===== src/rtl/ca_pkg.sv =====
// Shared pipeline-control types: register address width and stall sequencer states.
package ca_pkg;

    localparam int REG_ADDR_W = 5;

    typedef enum logic [1:0] {
        RUN  = 2'd0,
        MISS = 2'd1,
        FILL = 2'd2
    } stall_state_t;

endpackage


===== src/rtl/hazard_detect.sv =====
// Load-use hazard detection between the EX-stage load and the ID-stage source registers.
module hazard_detect
    import ca_pkg::*;
(
    input  logic                  idex_memread_i,
    input  logic [REG_ADDR_W-1:0] idex_rd_i,
    input  logic [REG_ADDR_W-1:0] ifid_rs1_i,
    input  logic [REG_ADDR_W-1:0] ifid_rs2_i,
    output logic                  load_use_o
);

    // x0 is hard-wired to zero, so a load targeting it never creates a dependency.
    assign load_use_o = idex_memread_i
                     && (idex_rd_i != '0)
                     && ((idex_rd_i == ifid_rs1_i) || (idex_rd_i == ifid_rs2_i));

endmodule


===== src/rtl/pipeline_stall_ctrl.sv =====
// Stall/flush sequencer: merges load-use, branch flush and data-miss refill into the
// pipeline register enables, with a refill watchdog and a saturating stall counter.
module pipeline_stall_ctrl
    import ca_pkg::*;
#(
    parameter int TIMEOUT = 64,
    parameter int CNT_W   = 32
) (
    input  logic                  clk_i,
    input  logic                  rst_i,
    input  logic                  flush_i,
    input  logic                  idex_memread_i,
    input  logic [REG_ADDR_W-1:0] idex_rd_i,
    input  logic [REG_ADDR_W-1:0] ifid_rs1_i,
    input  logic [REG_ADDR_W-1:0] ifid_rs2_i,
    input  logic                  dmem_req_i,
    input  logic                  dmem_hit_i,
    input  logic                  mem_ack_i,
    output logic                  pc_write_o,
    output logic                  ifid_write_o,
    output logic                  ifid_flush_o,
    output logic                  idex_bubble_o,
    output logic                  pipe_stall_o,
    output logic                  mem_req_o,
    output logic                  refill_we_o,
    output logic                  err_o,
    output logic [CNT_W-1:0]      stall_cnt_o
);

    localparam int                WDOG_W    = $clog2(TIMEOUT);
    localparam logic [WDOG_W-1:0] WDOG_LAST = WDOG_W'(TIMEOUT - 1);

    stall_state_t      state_q;
    logic [WDOG_W-1:0] wdog_q;
    logic              memReq_q;
    logic              refillWe_q;
    logic              err_q;
    logic [CNT_W-1:0]  stallCnt_q;
    logic [CNT_W-1:0]  stallCnt_d;

    logic loadUse;
    logic miss;
    logic stallAll;
    logic stallCycle;

    hazard_detect u_hazard_detect (
        .idex_memread_i (idex_memread_i),
        .idex_rd_i      (idex_rd_i),
        .ifid_rs1_i     (ifid_rs1_i),
        .ifid_rs2_i     (ifid_rs2_i),
        .load_use_o     (loadUse)
    );

    // A miss freezes the pipe in the very cycle it is seen, before the FSM leaves RUN.
    assign miss       = (state_q == RUN) && dmem_req_i && !dmem_hit_i;
    assign stallAll   = (state_q != RUN) || miss;
    assign stallCycle = stallAll || loadUse;

    always_comb begin
        pc_write_o    = 1'b1;
        ifid_write_o  = 1'b1;
        ifid_flush_o  = 1'b0;
        idex_bubble_o = 1'b0;
        if (stallAll) begin
            pc_write_o   = 1'b0;
            ifid_write_o = 1'b0;
        end else if (loadUse) begin
            pc_write_o    = 1'b0;
            ifid_write_o  = 1'b0;
            idex_bubble_o = 1'b1;
        end else if (flush_i) begin
            ifid_flush_o = 1'b1;
        end
    end

    always_comb begin
        stallCnt_d = stallCnt_q;
        if (stallCycle && (stallCnt_q != '1)) begin
            stallCnt_d = stallCnt_q + CNT_W'(1);
        end
    end

    // The watchdog only flags the stuck refill; the request stays up so a late ack still completes it.
    always_ff @(posedge clk_i) begin
        if (rst_i) begin
            state_q    <= RUN;
            wdog_q     <= '0;
            memReq_q   <= 1'b0;
            refillWe_q <= 1'b0;
            err_q      <= 1'b0;
            stallCnt_q <= '0;
        end else begin
            stallCnt_q <= stallCnt_d;
            case (state_q)
                RUN: begin
                    wdog_q     <= '0;
                    refillWe_q <= 1'b0;
                    memReq_q   <= miss;
                    if (miss) begin
                        state_q <= MISS;
                    end
                end
                MISS: begin
                    if (mem_ack_i) begin
                        state_q    <= FILL;
                        memReq_q   <= 1'b0;
                        refillWe_q <= 1'b1;
                        wdog_q     <= '0;
                    end else if (wdog_q == WDOG_LAST) begin
                        err_q  <= 1'b1;
                        wdog_q <= '0;
                    end else begin
                        wdog_q <= wdog_q + WDOG_W'(1);
                    end
                end
                FILL: begin
                    state_q    <= RUN;
                    refillWe_q <= 1'b0;
                end
                default: begin
                    state_q    <= RUN;
                    memReq_q   <= 1'b0;
                    refillWe_q <= 1'b0;
                    wdog_q     <= '0;
                end
            endcase
        end
    end

    assign pipe_stall_o = stallAll;
    assign mem_req_o    = memReq_q;
    assign refill_we_o  = refillWe_q;
    assign err_o        = err_q;
    assign stall_cnt_o  = stallCnt_q;

endmodule


===== config.mk =====
export PLATFORM = sky130hd
export DESIGN_NAME = pipeline_stall_ctrl
export DESIGN_NICKNAME = d
export VERILOG_FILES = /design/src/rtl/ca_pkg.sv /design/src/rtl/hazard_detect.sv /design/src/rtl/pipeline_stall_ctrl.sv
export SDC_FILE = /design/constraint.sdc
export NUM_CORES = 1
export LEC_CHECK = 0
export ABC_AREA = 1
export ABC_CLOCK_PERIOD_IN_PS = 2090
export CELL_PAD_IN_SITES_DETAIL_PLACEMENT = 1
export CELL_PAD_IN_SITES_GLOBAL_PLACEMENT = 1
export CORE_ASPECT_RATIO = 0.75
export CORE_MARGIN = 2
export CORE_UTILIZATION = 34
export CTS_CLUSTER_SIZE = 40
export DETAILED_ROUTE_END_ITERATION = 7
export PLACE_DENSITY_LB_ADDON = 0.1
export SLEW_MARGIN = 15
export SYNTH_ARGS = -nofsm -noshare
export SYNTH_HDL_FRONTEND = slang
export SYNTH_SLANG_ARGS = --single-unit

===== constraint.sdc =====
create_clock -name clk_i -period 2.09 [get_ports clk_i]
set_input_delay 0.209 -clock clk_i [delete_from_list [all_inputs] [get_ports clk_i]]
set_output_delay 0.209 -clock clk_i [all_outputs]
set_load 0.02 [all_outputs]

==> out/metrics.csv <==
stage;metric;value;unit
status;status;finished, final reports clean;
cells_and_area;drive_above_1_share;11.05;%
hold_path;hp-start;mem_ack_i;
clocking;post-cts-setup-buffers;0;
detailed_routing;ant_nets;0;
critical_path;slowest_stage;clkdlybuf4s50_1;
synthesis;ys_types;29;
clocking;clk_transition_reported_paths;0.09;ns
cells_and_area;layout.nets;539;
cells_and_area;layout_common_cells;nand2_1, nor2_1, clkdlybuf4s50_1;
synthesis;synth-seq-area-share;32.32;%
grt;grt_max_degree;49;
timing;fin_setup_tns;0;ns
detailed_routing;dr.pass1.iters;4;
critical_path;critPathArrivalTime;1.71;ns
detailed_routing;wl_per_cell;13.15;um
critical_path;endpoint_kind;primary output;
critical_path;cp_slowest_stage_delay;0.50;ns
timing;drv_slew;0;
placed_design;gp_congestion;0.7785;
timing;tightestPinTransition;0.3548;ns
timing;period_share;91.70;%
die;ios;62;
detailed_routing;num_vias;2982;
grt;global_route.overflow_total;0;
die;fp.dieH;80.66;um
grt;first_global_vias;2931;
clocking;cts_root_buf;clkbuf_8;
clocking;cts_tree;done;
clocking;clkLatencyLatePin;0.30;ns
grt;grt_antenna_before_repair;0;
critical_path;path_cells;clkdlybuf4s50_1 > inv_1 > nand2_1 > nand2_1 > nor2_1 > nand3_1 > nand2_1 > nand2_1 > nand2_2 > inv_1 > clkdlybuf4s15_1;
pwr;peakVddDrop;0.0003517;V
critical_path;start_kind;input port;
critical_path;startpoint;idex_rd_i[2];
clocking;htreeDepth;2;
die;core_area;7466;um^2
grt;track_usage;19.70;%
clocking;clock_path_buffers;2;
die;start_util;35.68;%
die;die_width;106.2;um
critical_path;cp_common_cell;nand2_1;
die;die_area;8566;um^2
timing;finalHoldViolCount;0;
hold_path;hp-class;input port to flop;
synthesis;yosysWarnings;0;
cells_and_area;fill_cells;1021;
grt;grt_pass1_wl;13700;um
job;drv_cap;0;
timing;rsz0062_at_grt;no;
clocking;cts.sinks;43;
synthesis;synthCells;438;
critical_path;path_delay_family;buffers and inverters;
detailed_routing;drc;0;
critical_path;crit_required;1.88;ns
synthesis;ys_ff_latch;43;
detailed_routing;routed_wl;8113;um
cells_and_area;layout_commonest_cell;nand2_1;
timing;finalClockSkew;0.007112;ns
timing;max_freq;0.5218;GHz
cells_and_area;syn2layout_area_growth;36.21;%
synthesis;postSynthAreaPerCell;6.082;um^2
critical_path;path_class;input port to primary output;
cells_and_area;instances_no_fill;617;
clocking;numCtsBuffers;5;
detailed_routing;first_iter_violations;105;
die;rows;27;
cells_and_area;fin_util;48.60;%
detailed_routing;via_per_inst;4.833;
critical_path;worstReg2RegStart;stall_cnt_o[1];
timing;setup_viol;0;
clocking;ctsHoldBuffers;0;
critical_path;critical_path.max_fanout;4;
critical_path;crit_buf_inv;4;
pwr;p_leak;1.554;nW
placed_design;dp.cells;609;
placed_design;port_buffers;61;
placed_design;place_hpwl;6242;um
timing;max_slew_margin;76.26;%
timing;min_period;1.916;ns
cells_and_area;diodes;0;
pwr;power_density;522.5;nW/um^2
synthesis;synthesis.nets;462;
synthesis;synthesis.area;2664;um^2
==> cell usage after synthesis <==
| library cell | n | area (um^2) |
|---|---|---|
| ha_1 | 2 | 25.02 |
| nand3_2 | 5 | 50.05 |
| nand2_2 | 4 | 25.02 |
| buf_2 | 7 | 35.03 |
| nor3_1 | 5 | 25.02 |
| clkinv_1 | 1 | 3.750 |
| nor2_1 | 90 | 337.8 |
| nand3_4 | 1 | 17.52 |
| and3_1 | 1 | 6.260 |
| dfxtp_1 | 43 | 860.8 |
| nor2_2 | 2 | 12.51 |
| buf_4 | 3 | 22.52 |
| xnor2_1 | 3 | 26.28 |
| nand4_1 | 9 | 56.30 |
| nand3_1 | 46 | 230.2 |
| o21a_1 | 1 | 7.510 |
| buf_6 | 3 | 33.78 |
| a21oi_1 | 36 | 180.2 |
| o21ai_0 | 2 | 10.01 |
| inv_2 | 9 | 33.78 |
| nand3b_1 | 1 | 7.510 |
| a31oi_1 | 1 | 6.260 |
| or2_2 | 2 | 12.51 |
| a221oi_1 | 1 | 8.760 |
| xor2_1 | 2 | 17.52 |
| nand2_1 | 114 | 427.9 |
| o211ai_1 | 1 | 7.510 |
| inv_1 | 41 | 153.9 |
| nor2_4 | 2 | 22.52 |
==> what timing repair did <==
| item | CTS | global route |
|---|---|---|
| endpoints found under the setup margin | 4 | 16 |
| resized for setup | 4 | 7 |
| cloned | 0 | 0 |
| pin swaps | 0 | 1 |
==> worst paths after layout <==
kind / slack (ns) / depth (start not counted) / to
hold / removal: 0.48 / 3 / state_q[1]
setup / recovery: 0.17 / 11 / ifid_write_o
hold reg to reg: 0.49 / 2 / err_o
setup reg to reg: 0.21 / 11 / stall_cnt_o[7]
==> cells by family after synthesis <==
| kind of cell | after synthesis | share of synthesized area [%] |
|---|---|---|
| compound gates | 42 | 8.267 |
| xor+xnor | 5 | 1.644 |
| fa+ha+maj | 2 | 0.9393 |
| buf+inv | 64 | 10.61 |
| flops | 43 | 32.32 |
| simple gates | 282 | 46.22 |
==> worst reg2reg max path: stages, from the launching register on <==
cell     delay [ns]
dfxtp_1        0.41
ha_1           0.23
inv_1          0.10
nor2_4         0.12
nand2_2        0.08
nor2_4         0.17
nand3_4        0.11
buf_12         0.17
nand3_1        0.09
inv_2          0.05
a21oi_1        0.17
nor2_1         0.07
==> power by group <==
part / internal, W / switching [W] / total [W] / leakage, nW
Sequential: 0.000828 / 0.00000825 / 0.000836 / 0.347
Combinational: 0.000110 / 0.000152 / 0.000262 / 1.14
Clock: 0.000477 / 0.000321 / 0.000798 / 0.0644
Total: 0.00141 / 0.000481 / 0.00190 / 1.55
==> metal layers <==
| layer | vias to the layer above | track usage [%] | part of all wire (%) |
|---|---|---|---|
| met2 | 39 | 33.59 | 46 |
| met3 | 7 | 3.166 | 2.6 |
| met4 | 0 | 4.079 | 0.78 |
| li1 | 1538 | - | - |
| met5 | - | 0 | 0 |
| met1 | 1398 | 26.34 | 51 |
==> flip-flops by register name (all words and copies together), names as in the netlist <==
| name | flops |
|---|---|
| wdog_q | 6 |
| mem_req_o | 1 |
| err_o | 1 |
| state_q | 2 |
| stall_cnt_o | 32 |
| refill_we_o | 1 |
==> area by class of cell <==
type	instances	area, um^2	share of cell area, %
inverter	51	191.4	5.276
clock inverter	3	67.56	1.862
sequential	43	860.8	23.72
multi-input combinational	331	1523	41.97
clock buffer	5	68.82	1.897
timing repair buffer	83	790.8	21.79
tap	101	126.4	3.483
==> through the flow <==
stage,hold slack (ns),total power (W),setup slack [ns],instance area [um^2]
after floorplan,0.2781,0.001012,0.2325,2664
after global placement,0.4520,0.001114,-0.1079,3490
after CTS,0.4733,0.001916,0.1124,3621
final,0.4799,0.001896,0.1735,3628
after detailed placement,0.4608,0.001122,-0.1488,3490
after global routing,0.4878,0.001973,0.01088,3628
(Power assumes the default switching activity.)
